`config.mk`:
```
export PLATFORM = sky130hd
export DESIGN_NAME = xm_seq_controller
export DESIGN_NICKNAME = d
export VERILOG_FILES = /design/src/rtl/xm_ctrl_pkg.sv /design/src/rtl/xm_irq_prio.sv /design/src/rtl/xm_seq_controller.sv
export SDC_FILE = /design/constraint.sdc
export NUM_CORES = 1
export LEC_CHECK = 0
export ABC_AREA = 0
export CORE_MARGIN = 2
export CORE_UTILIZATION = 44
export CTS_CLUSTER_DIAMETER = 30
export DETAILED_ROUTE_END_ITERATION = 12
export PLACE_DENSITY = 0.81
export SYNTH_ARGS = -nofsm -noshare
export SYNTH_HDL_FRONTEND = slang
export SYNTH_HIERARCHICAL = 1
export SYNTH_SLANG_ARGS = --single-unit
```
`constraint.sdc`:
```
create_clock -name clk_i -period 2.8 [get_ports clk_i]
set_clock_uncertainty 0.2 [all_clocks]
set_input_delay 0.56 -clock clk_i [delete_from_list [all_inputs] [get_ports clk_i]]
set_output_delay 0.56 -clock clk_i [all_outputs]
set_load 0.02 [all_outputs]
```
`src/rtl/xm_ctrl_pkg.sv`:
```
// ----------------------------------------------------------------------------
// xm_ctrl_pkg
// Shared types and encodings for the XMakina sequencer (xm_seq_controller)
// and its interrupt priority encoder (xm_irq_prio).
//   state_e  : sequencer states
//   cls_e    : instruction class supplied by the decoder
//   ADR_*    : adrSel_o encodings (memory address source)
//   PC_*     : pcSel_o encodings (program counter source)
//   RWS_*    : regWrSel_o encodings (register file write source)
// ----------------------------------------------------------------------------
package xm_ctrl_pkg;

  typedef enum logic [3:0] {
    ST_RST      = 4'd0,
    ST_FETCH    = 4'd1,
    ST_DECODE   = 4'd2,
    ST_EXEC     = 4'd3,
    ST_MEM      = 4'd4,
    ST_WB       = 4'd5,
    ST_IRQ_PUSH = 4'd6,
    ST_IRQ_VEC  = 4'd7,
    ST_HALT     = 4'd8
  } state_e;

  typedef enum logic [2:0] {
    CLS_ALU      = 3'd0,
    CLS_IMM      = 3'd1,
    CLS_LOAD     = 3'd2,
    CLS_STORE    = 3'd3,
    CLS_BR_TAKEN = 3'd4,
    CLS_BR_NOT   = 3'd5,
    CLS_NOP      = 3'd6,
    CLS_ILLEGAL  = 3'd7
  } cls_e;

  // Address source
  localparam logic [1:0] ADR_PC  = 2'd0;
  localparam logic [1:0] ADR_EA  = 2'd1;
  localparam logic [1:0] ADR_SP  = 2'd2;
  localparam logic [1:0] ADR_VEC = 2'd3;

  // PC source
  localparam logic [1:0] PC_INC = 2'd0;
  localparam logic [1:0] PC_BR  = 2'd1;
  localparam logic [1:0] PC_MEM = 2'd2;

  // Register write source
  localparam logic [1:0] RWS_ALU = 2'd0;
  localparam logic [1:0] RWS_IMM = 2'd1;
  localparam logic [1:0] RWS_MEM = 2'd2;

  // True for classes that need a data-memory access after EXEC.
  function automatic logic is_mem_class(input cls_e c);
    return (c == CLS_LOAD) || (c == CLS_STORE);
  endfunction

endpackage

```
`src/rtl/xm_irq_prio.sv`:
```
// ----------------------------------------------------------------------------
// xm_irq_prio
// Lowest-index-wins priority encoder for the interrupt request lines.
// Purely combinational.
// Ports:
//   req    in   IRQ_N  request lines
//   valid  out  1      at least one request is set
//   idx    out  IDX_W  index of the lowest set request (0 when none)
//   onehot out  IRQ_N  one-hot of idx (all zero when none)
// ----------------------------------------------------------------------------
module xm_irq_prio #(
  parameter int IRQ_N = 4,
  parameter int IDX_W = $clog2(IRQ_N)
) (
  input  logic [IRQ_N-1:0] req,
  output logic             valid,
  output logic [IDX_W-1:0] idx,
  output logic [IRQ_N-1:0] onehot
);

  // Scan from the top down so the last hit, the lowest index, wins.
  always_comb begin
    valid  = |req;
    idx    = '0;
    onehot = '0;
    for (int i = IRQ_N - 1; i >= 0; i--) begin
      if (req[i]) begin
        idx       = IDX_W'(i);
        onehot    = '0;
        onehot[i] = 1'b1;
      end
    end
  end

endmodule

```
`src/rtl/xm_seq_controller.sv`:
```
// ----------------------------------------------------------------------------
// xm_seq_controller
// Multi-cycle sequencer for the XMakina core. Steps each instruction through
// FETCH / DECODE / EXEC (and MEM / WB for memory classes), handshakes every
// memory access with memBusy_i, counts retired instructions and, when built
// with XM_IRQ_EN defined, performs interrupt entry (push, then vector fetch)
// after a retire. Without XM_IRQ_EN, irq_i and gie_i are ignored and
// irqAck_o / vecIdx_o are tied to 0.
//
// Ports:
//   clk_i        in   1      clock, rising edge
//   arst_i       in   1      synchronous active-high reset
//   memBusy_i    in   1      memory not ready; access completes when low
//   instClass_i  in   3      decoder instruction class (cls_e)
//   flagsUpd_i   in   1      instruction updates flags
//   gie_i        in   1      global interrupt enable
//   irq_i        in   IRQ_N  level-sensitive interrupt requests
//   irWr_o, pcWr_o, regWr_o, flagsWr_o  out  register strobes
//   memEn_o, memRW_o                     out  memory enable / write
//   adrSel_o     out  2      address source (ADR_*)
//   pcSel_o      out  2      PC source (PC_*)
//   regWrSel_o   out  2      register write source (RWS_*)
//   vecIdx_o     out  IDX_W  interrupt vector index
//   irqAck_o     out  IRQ_N  one-hot acknowledge pulse
//   retire_o     out  1      retire pulse
//   retCnt_o     out  WORD   retired-instruction count (wraps)
//   illegal_o    out  1      sticky illegal-instruction halt flag
// ----------------------------------------------------------------------------
module xm_seq_controller
  import xm_ctrl_pkg::*;
#(
  parameter int WORD  = 16,
  parameter int IRQ_N = 4,
  parameter int IDX_W = $clog2(IRQ_N)
) (
  input  logic             clk_i,
  input  logic             arst_i,
  input  logic             memBusy_i,
  input  logic [2:0]       instClass_i,
  input  logic             flagsUpd_i,
  input  logic             gie_i,
  input  logic [IRQ_N-1:0] irq_i,
  output logic             irWr_o,
  output logic             pcWr_o,
  output logic             regWr_o,
  output logic             flagsWr_o,
  output logic             memEn_o,
  output logic             memRW_o,
  output logic [1:0]       adrSel_o,
  output logic [1:0]       pcSel_o,
  output logic [1:0]       regWrSel_o,
  output logic [IDX_W-1:0] vecIdx_o,
  output logic [IRQ_N-1:0] irqAck_o,
  output logic             retire_o,
  output logic [WORD-1:0]  retCnt_o,
  output logic             illegal_o
);

  localparam logic [WORD-1:0] CNT_ONE = {{(WORD-1){1'b0}}, 1'b1};

  state_e          state_q;
  cls_e            cls_q;
  logic [WORD-1:0] ret_cnt_q;
  logic            illegal_q;

`ifdef XM_IRQ_EN
  logic             prio_valid;
  logic [IDX_W-1:0] prio_idx;
  logic [IRQ_N-1:0] prio_onehot;
  logic [IDX_W-1:0] irq_idx_q;
  logic [IRQ_N-1:0] irq_oh_q;
  logic [IDX_W-1:0] vec_hold_q;

  xm_irq_prio #(
    .IRQ_N (IRQ_N),
    .IDX_W (IDX_W)
  ) u_prio (
    .req    (irq_i),
    .valid  (prio_valid),
    .idx    (prio_idx),
    .onehot (prio_onehot)
  );

  // The latched index is presented only while the vector is being fetched;
  // elsewhere the output keeps the index of the last completed entry.
  assign vecIdx_o = (state_q == ST_IRQ_VEC) ? irq_idx_q : vec_hold_q;
`else
  logic unused_irq;
  assign unused_irq = gie_i ^ (^irq_i);
  assign vecIdx_o   = '0;
  assign irqAck_o   = '0;
`endif

  assign retCnt_o  = ret_cnt_q;
  assign illegal_o = illegal_q;

  // Output decode: a function of the state and, for access states, of
  // memBusy_i so that strobes fire only in the completing cycle.
  always_comb begin
    irWr_o     = 1'b0;
    pcWr_o     = 1'b0;
    regWr_o    = 1'b0;
    flagsWr_o  = 1'b0;
    memEn_o    = 1'b0;
    memRW_o    = 1'b0;
    adrSel_o   = ADR_PC;
    pcSel_o    = PC_INC;
    regWrSel_o = RWS_ALU;
    retire_o   = 1'b0;
`ifdef XM_IRQ_EN
    irqAck_o   = '0;
`endif
    case (state_q)
      ST_FETCH: begin
        memEn_o  = 1'b1;
        adrSel_o = ADR_PC;
        if (!memBusy_i) begin
          irWr_o  = 1'b1;
          pcWr_o  = 1'b1;
          pcSel_o = PC_INC;
        end
      end
      ST_EXEC: begin
        case (cls_q)
          CLS_ALU: begin
            regWr_o    = 1'b1;
            regWrSel_o = RWS_ALU;
            flagsWr_o  = flagsUpd_i;
            retire_o   = 1'b1;
          end
          CLS_IMM: begin
            regWr_o    = 1'b1;
            regWrSel_o = RWS_IMM;
            flagsWr_o  = flagsUpd_i;
            retire_o   = 1'b1;
          end
          CLS_BR_TAKEN: begin
            pcWr_o   = 1'b1;
            pcSel_o  = PC_BR;
            retire_o = 1'b1;
          end
          CLS_BR_NOT, CLS_NOP: retire_o = 1'b1;
          default: ;
        endcase
      end
      ST_MEM: begin
        memEn_o  = 1'b1;
        adrSel_o = ADR_EA;
        memRW_o  = (cls_q == CLS_STORE);
        // A store is finished once the write completes; a load still
        // has its write-back cycle ahead.
        if (!memBusy_i && (cls_q == CLS_STORE)) retire_o = 1'b1;
      end
      ST_WB: begin
        regWr_o    = 1'b1;
        regWrSel_o = RWS_MEM;
        flagsWr_o  = flagsUpd_i;
        retire_o   = 1'b1;
      end
`ifdef XM_IRQ_EN
      ST_IRQ_PUSH: begin
        memEn_o  = 1'b1;
        memRW_o  = 1'b1;
        adrSel_o = ADR_SP;
      end
      ST_IRQ_VEC: begin
        memEn_o  = 1'b1;
        adrSel_o = ADR_VEC;
        if (!memBusy_i) begin
          pcWr_o   = 1'b1;
          pcSel_o  = PC_MEM;
          irqAck_o = irq_oh_q;
        end
      end
`endif
      default: ;
    endcase
  end

  // Sequencer state, class latch, retire counter and sticky illegal flag.
  always_ff @(posedge clk_i) begin
    if (arst_i) begin
      state_q    <= ST_RST;
      cls_q      <= CLS_NOP;
      ret_cnt_q  <= '0;
      illegal_q  <= 1'b0;
`ifdef XM_IRQ_EN
      irq_idx_q  <= '0;
      irq_oh_q   <= '0;
      vec_hold_q <= '0;
`endif
    end else if (retire_o) begin
      ret_cnt_q <= ret_cnt_q + CNT_ONE;
`ifdef XM_IRQ_EN
      // Requests are sampled only here; the winner is latched so a request
      // dropping during entry does not disturb it.
      if (gie_i && prio_valid) begin
        state_q   <= ST_IRQ_PUSH;
        irq_idx_q <= prio_idx;
        irq_oh_q  <= prio_onehot;
      end else begin
        state_q <= ST_FETCH;
      end
`else
      state_q <= ST_FETCH;
`endif
    end else begin
      case (state_q)
        ST_RST:   state_q <= ST_FETCH;
        ST_FETCH: if (!memBusy_i) state_q <= ST_DECODE;
        ST_DECODE: begin
          // The decoder output is only trusted here; later states use the copy.
          cls_q   <= cls_e'(instClass_i);
          state_q <= ST_EXEC;
        end
        ST_EXEC: begin
          if (is_mem_class(cls_q)) begin
            state_q <= ST_MEM;
          end else if (cls_q == CLS_ILLEGAL) begin
            state_q   <= ST_HALT;
            illegal_q <= 1'b1;
          end
        end
        // Only loads reach here without retiring.
        ST_MEM: if (!memBusy_i) state_q <= ST_WB;
`ifdef XM_IRQ_EN
        ST_IRQ_PUSH: if (!memBusy_i) state_q <= ST_IRQ_VEC;
        ST_IRQ_VEC: begin
          if (!memBusy_i) begin
            state_q    <= ST_FETCH;
            vec_hold_q <= irq_idx_q;
          end
        end
`endif
        ST_HALT: state_q <= ST_HALT;
        default: state_q <= ST_RST;
      endcase
    end
  end

endmodule

```
After elaboration in Yosys (flattened, before gate mapping)
Index checks and enable logic that the tools add are counted.
{"block": "totals", "register_bits": 24, "input_bits": 12, "out_inout_bits": 36, "elab_cells": 64}
{"block": "op_classes", "add_sub_neg": 1, "n_eq_ne": 19, "n_mux": 24, "n_bitwise": 2, "n_reduce_logical": 13}
{"operator": "$pmux W4 S6", "n": 1}
{"operator": "$add A16 B1 Y16 const B", "n": 1}
{"operator": "$mux W4", "n": 4}
{"operator": "$mux W1", "n": 14}
{"operator": "$eq A3 B3 Y1 const B", "n": 4}
{"operator": "$ne A3 B3 Y1 const B", "n": 3}
{"operator": "$eq A4 B2 Y1 const B", "n": 2}
{"operator": "$eq A4 B3 Y1 const B", "n": 2}
{"operator": "$eq A3 B2 Y1 const B", "n": 2}
{"operator": "$pmux W1 S2", "n": 3}
{"operator": "$reduce_and A3 Y1", "n": 2}
{"operator": "$reduce_or A2 Y1", "n": 3}
{"operator": "$reduce_or A5 Y1", "n": 1}
{"operator": "$eq A4 B1 Y1 const B", "n": 1}
{"operator": "$eq A4 B4 Y1 const B", "n": 1}
{"operator": "$logic_not A4 Y1", "n": 1}
{"operator": "$ne A2 B2 Y1 const B", "n": 2}
{"operator": "$ne A4 B4 Y1 const B", "n": 1}
{"operator": "$pmux W2 S2", "n": 1}
{"operator": "$reduce_and A4 Y1", "n": 1}
{"operator": "$eq A3 B1 Y1 const B", "n": 1}
{"operator": "$logic_not A3 Y1", "n": 1}
{"operator": "$pmux W1 S3", "n": 1}
{"operator": "$not A1 Y1", "n": 2}
{"operator": "4 further kinds", "n": 4}

Depth between registers and ports, before layout
{"block": "logic_depth", "ltp_word": 6, "ltp_mapped": 7, "depth_no_buf": 5}

Worst setup path before layout
No wires, ideal clock.
{"block": "synth_timing", "path_kind": "flip-flop to output port", "start": "register state_q[2]", "end": "output port flagsWr_o", "arrival_time_ns": 1.575, "required_ns": 2.040, "path_slack_ns": 0.465, "path_stages_with_launch": 6, "n_path_buf": 0, "path_cell_list": "dfxtp_1 or2_1 nor2_1 nand2_1 o21bai_1 and2_1"}
{"block": "synth_via", "elab_chain_cells": 2, "word_cells_on_any_way": 3, "cone_classes": "2 x eq/ne; 1 x mux"}
{"item": "from (decl)", "line": "xm_seq_controller.sv:61", "source": "state_e state_q;"}
{"item": "from (signal assigned)", "line": "xm_seq_controller.sv:183", "source": "state_q <= ST_RST;"}
{"item": "from (signal assigned)", "line": "xm_seq_controller.sv:205", "source": "state_q <= ST_FETCH;"}
{"item": "from (signal assigned)", "line": "xm_seq_controller.sv:209", "source": "ST_RST: state_q <= ST_FETCH;"}
{"item": "$eq A4 B3 Y1 or $eq A4 B2 Y1 (tied branches)", "line": "xm_seq_controller.sv:113", "source": "case (state_q)"}
{"item": "$pmux W1 S2 *", "line": "xm_seq_controller.sv:113"}
{"item": "to (decl)", "line": "xm_seq_controller.sv:46", "source": "output logic flagsWr_o,"}
Mark *: on every way between the ends. The rest lies on a longest branch, timed or not.

Final worst setup path
{"block": "layout_timing", "start": "input port memBusy_i", "end": "output port irWr_o"}
{"block": "layout_via", "elab_chain_cells": 2}
{"item": "from (decl)", "line": "xm_seq_controller.sv:38", "source": "input logic memBusy_i,"}
{"item": "$mux W1", "line": "xm_seq_controller.sv:117", "source": "if (!memBusy_i) begin"}
{"item": "$mux W1", "line": "xm_seq_controller.sv:113"}
{"item": "to (decl)", "line": "xm_seq_controller.sv:43", "source": "output logic irWr_o,"}
Every way passes these cells.

==> summary.txt <==
Finish
  – Most frequent cells in the layout: clkdlybuf4s50_1 (27), nor2_1 (23), dfxtp_1 (23), xnor2_1 (15), nand2_1 (10)
  – Synth-to-layout area growth: 31.4%
  – Ant diodes: 0
  – Design area: between 0.0015 and 0.002 mm^2
  – Commonest non-fill, non-tap cell in the layout: clkdlybuf4s50_1
  – Nets: around 200
  – Layout cells sized above 1: 0.163
  – Filler cells: 270
  – Final non-filler cell total: 223

Timing
  – Final Critical Period: 2710 ps
  – FMAX: 0.369 GHz
  – Final WS setup: 89.1 ps
  – RSZ-0062 raised after global routing: false
  – Tightest Pin Transition: 820 ps
  – Hold Fails Final Rpt: 0
  – Slew Limit Headroom: 0.446
  – Max-slew violation count: 0
  – Period utilization: 0.968
  – Hold_ws: a little over 300 ps
  – # setup viols final: 0

Synthesis
  – Seq cells post-synth: 24
  – Cell Area, Synth: 0.00134 mm^2
  – Synthesized area per cell: 8.77 um^2
  – Register area share after synthesis: 0.358
  – Synth cell types: 40
  – Warnings, synthesis: 6
  – Cells after Synth: roughly 150

Job
  – Reported max-cap violation count: 0

GRT
  – Global route total overflow: 0
  – Vias in the first global route: approximately 1200
  – Initial antenna violation count: 0
  – Largest net degree at the start of global routing: 15
  – First-pass GRT wire length: around 5.1 mm
  – Total GRT Usage: 0.184

Worst setup path
  – Critical path peak fanout: 3
  – Critical Path End Type: primary output
  – Crit path buffers/inverters: 2
  – Slowest CP cell: clkdlybuf4s50_1
  – Critical path type: input port to primary output
  – Cell family with most CP delay: buffers and inverters
  – R2R cell count: 6
  – Critical Path Max Stage Delay: around 600 ps
  – Worst EP arrival: ~2000 ps
  – CP required: 2040 ps
  – Critical-path cell list: clkdlybuf4s50_1 > nor2_1 > nand2_1 > nor2_1 > clkdlybuf4s50_1
  – Critical Path Stages: 5
  – Startpoint types: input port

Power
  – Worst vdd ir: 0.000252 V
  – Leakage Power: about 0.63 nW
  – Pwr Density: 389 mW/mm^2

Routing
  – Antenna viol nets, final: 0
  – Starting DRT DRC Count: 29
  – Drt wl/cell: 13.5 um
  – Remaining DRCs: 0
  – Final WL: ~3.0 mm
  – Vias/cell: 5.45
  – Pre-Repair DR Iteration Count: 4
  – Routed vias: 1215

CTS
  – H-tree levels: 1
  – Clock root buffer: clkbuf_4
  – Clock Latency Late Sink: 310 ps
  – Clock-pin slew on the worst setup and hold paths: 130 ps
  – TritonCTS clock tree: done
  – CTS sink count: 24
  – Setup bufs post-CTS: 0
  – Deepest clock path buffer count: 2
  – Num CTS Buffers: 3

Place
  – DP Worst Slack: -85.3 ps
  – Placed Area: 0.00171 mm^2
  – GPL Wtd Cong: about 0.85
  – I/O Buffers: 34
  – Placed cell count: 219
  – DP Wirelength: 2.24 mm

Min path
  – Hold Path Class: register to register
  – WHS Path Cells: 1

Floorplan
  – Die Ht: 59.2 um
  – Initial core utilization: 0.450
  – Core area: 0.00298 mm^2
  – # IOs: 48
  – Row Count: 20
  – Die ar.: 0.00351 mm^2
  – Die width: 59.2 um

Outcome
  – Status: finished clean
power breakdown:
part           switching [mW]  internal, mW  leakage, nW
Sequential            0.00978         0.348        0.195
Combinational          0.0505        0.0351        0.411
Clock                  0.0988         0.145       0.0279
Total                   0.159         0.527        0.634
worst register-to-register path, delay by kind of cell (launching register included):
kind                   cells  cell delay, ps
buffers and inverters      1             200
DFF                        1             500
AOI/OAI and AO/OA          2             620
muxes                      1             330
and+or+nand+nor            2             390
through the flow:
stage	setup TNS, ps	util	total power, mW
detailed placement	-85.3	0.573	0.450
CTS	0	0.593	0.696
finish	0	0.592	0.686
global placement	-61.3	0.573	0.448
floorplan	0	-	0.425
global route	0	0.592	0.720
registers in the layout, summed over array words and instances, names as in the netlist:
signal and count:
state_q 4, cls_q 3, illegal_o 1, retCnt_o 16
layer usage:
layer	vias to the layer above	wire, um	track usage
li1	595	-	-
met5	-	0	0
met4	0	46	0.0812
met3	6	143	0.0197
met2	45	1420	0.301
met1	569	1410	0.244
final timing paths:
path | start | endpoint | slack (ps)
hold / removal | state_q[2]$_SDFFE_PP0P_ | state_q[3]$_SDFFE_PP0P_ | 300
hold reg to reg | state_q[2]$_SDFFE_PP0P_ | state_q[3]$_SDFFE_PP0P_ | 300
setup / recovery | memBusy_i | irWr_o | 90
setup reg to reg | state_q[1]$_SDFFE_PP0P_ | retCnt_o[15]$_SDFFE_PP0P_ | 470
cell families (layout without fill, tap and decap cells):
kind of cell	count (synthesis)	after routing	share of synthesized area
other	1	8	0.00280
AOI/OAI and AO/OA	27	27	0.188
muxes	2	2	0.0159
buffers and inverters	18	48	0.0774
and+or+nand+nor	65	65	0.250
adders and majority gates	1	1	0.00933
DFF	24	24	0.358
xor gates and xnor gates	15	15	0.0980
cell usage after synthesis, drive strengths merged:
master   count  share of area
dfxtp       24           0.36
nor2        24          0.067
xnor2       15          0.098
buf         11          0.058
nand2       11          0.033
nand3        7          0.026
a21oi        6          0.022
a2111oi      5          0.051
a211oi       5          0.047
inv          4          0.011
nor3b        4          0.026
a211o        3          0.026
and4         3          0.020
clkbuf       3         0.0084
nand4        3          0.014
nor3         3          0.011
a31oi        2         0.0093
and2         2         0.0093
nor2b        2         0.0093
o21ai        2          0.010
a21boi       1         0.0056
a41oi        1         0.0065
and3         1         0.0047
conb         1         0.0028
ha           1         0.0093
mux2         1         0.0084
mux2i        1         0.0075
nand2b       1         0.0065
nor4         1         0.0047
nor4b        1         0.0065
nor4bb       1         0.0075
o21bai       1         0.0056
o22ai        1         0.0047
or2          1         0.0047
area by class of cell:
type,count,area (um^2),area share
clock buffers,3,22.5,0.0128
repair buffers,40,373,0.211
clock inverters,1,30.0,0.0170
well taps,33,41.3,0.0234
multi-input cells,118,800,0.454
flip-flops and latches,24,482,0.273
inverters,4,15.0,0.00852
timing repair:
action | 4_1_cts | 5_1_grt
gates resized for setup | 10 | 7
cloned | 0 | 0
setup endpoints to repair | 7 | 3
hold buffers | 0 | 0
Power figures use the tool's default switching activity.
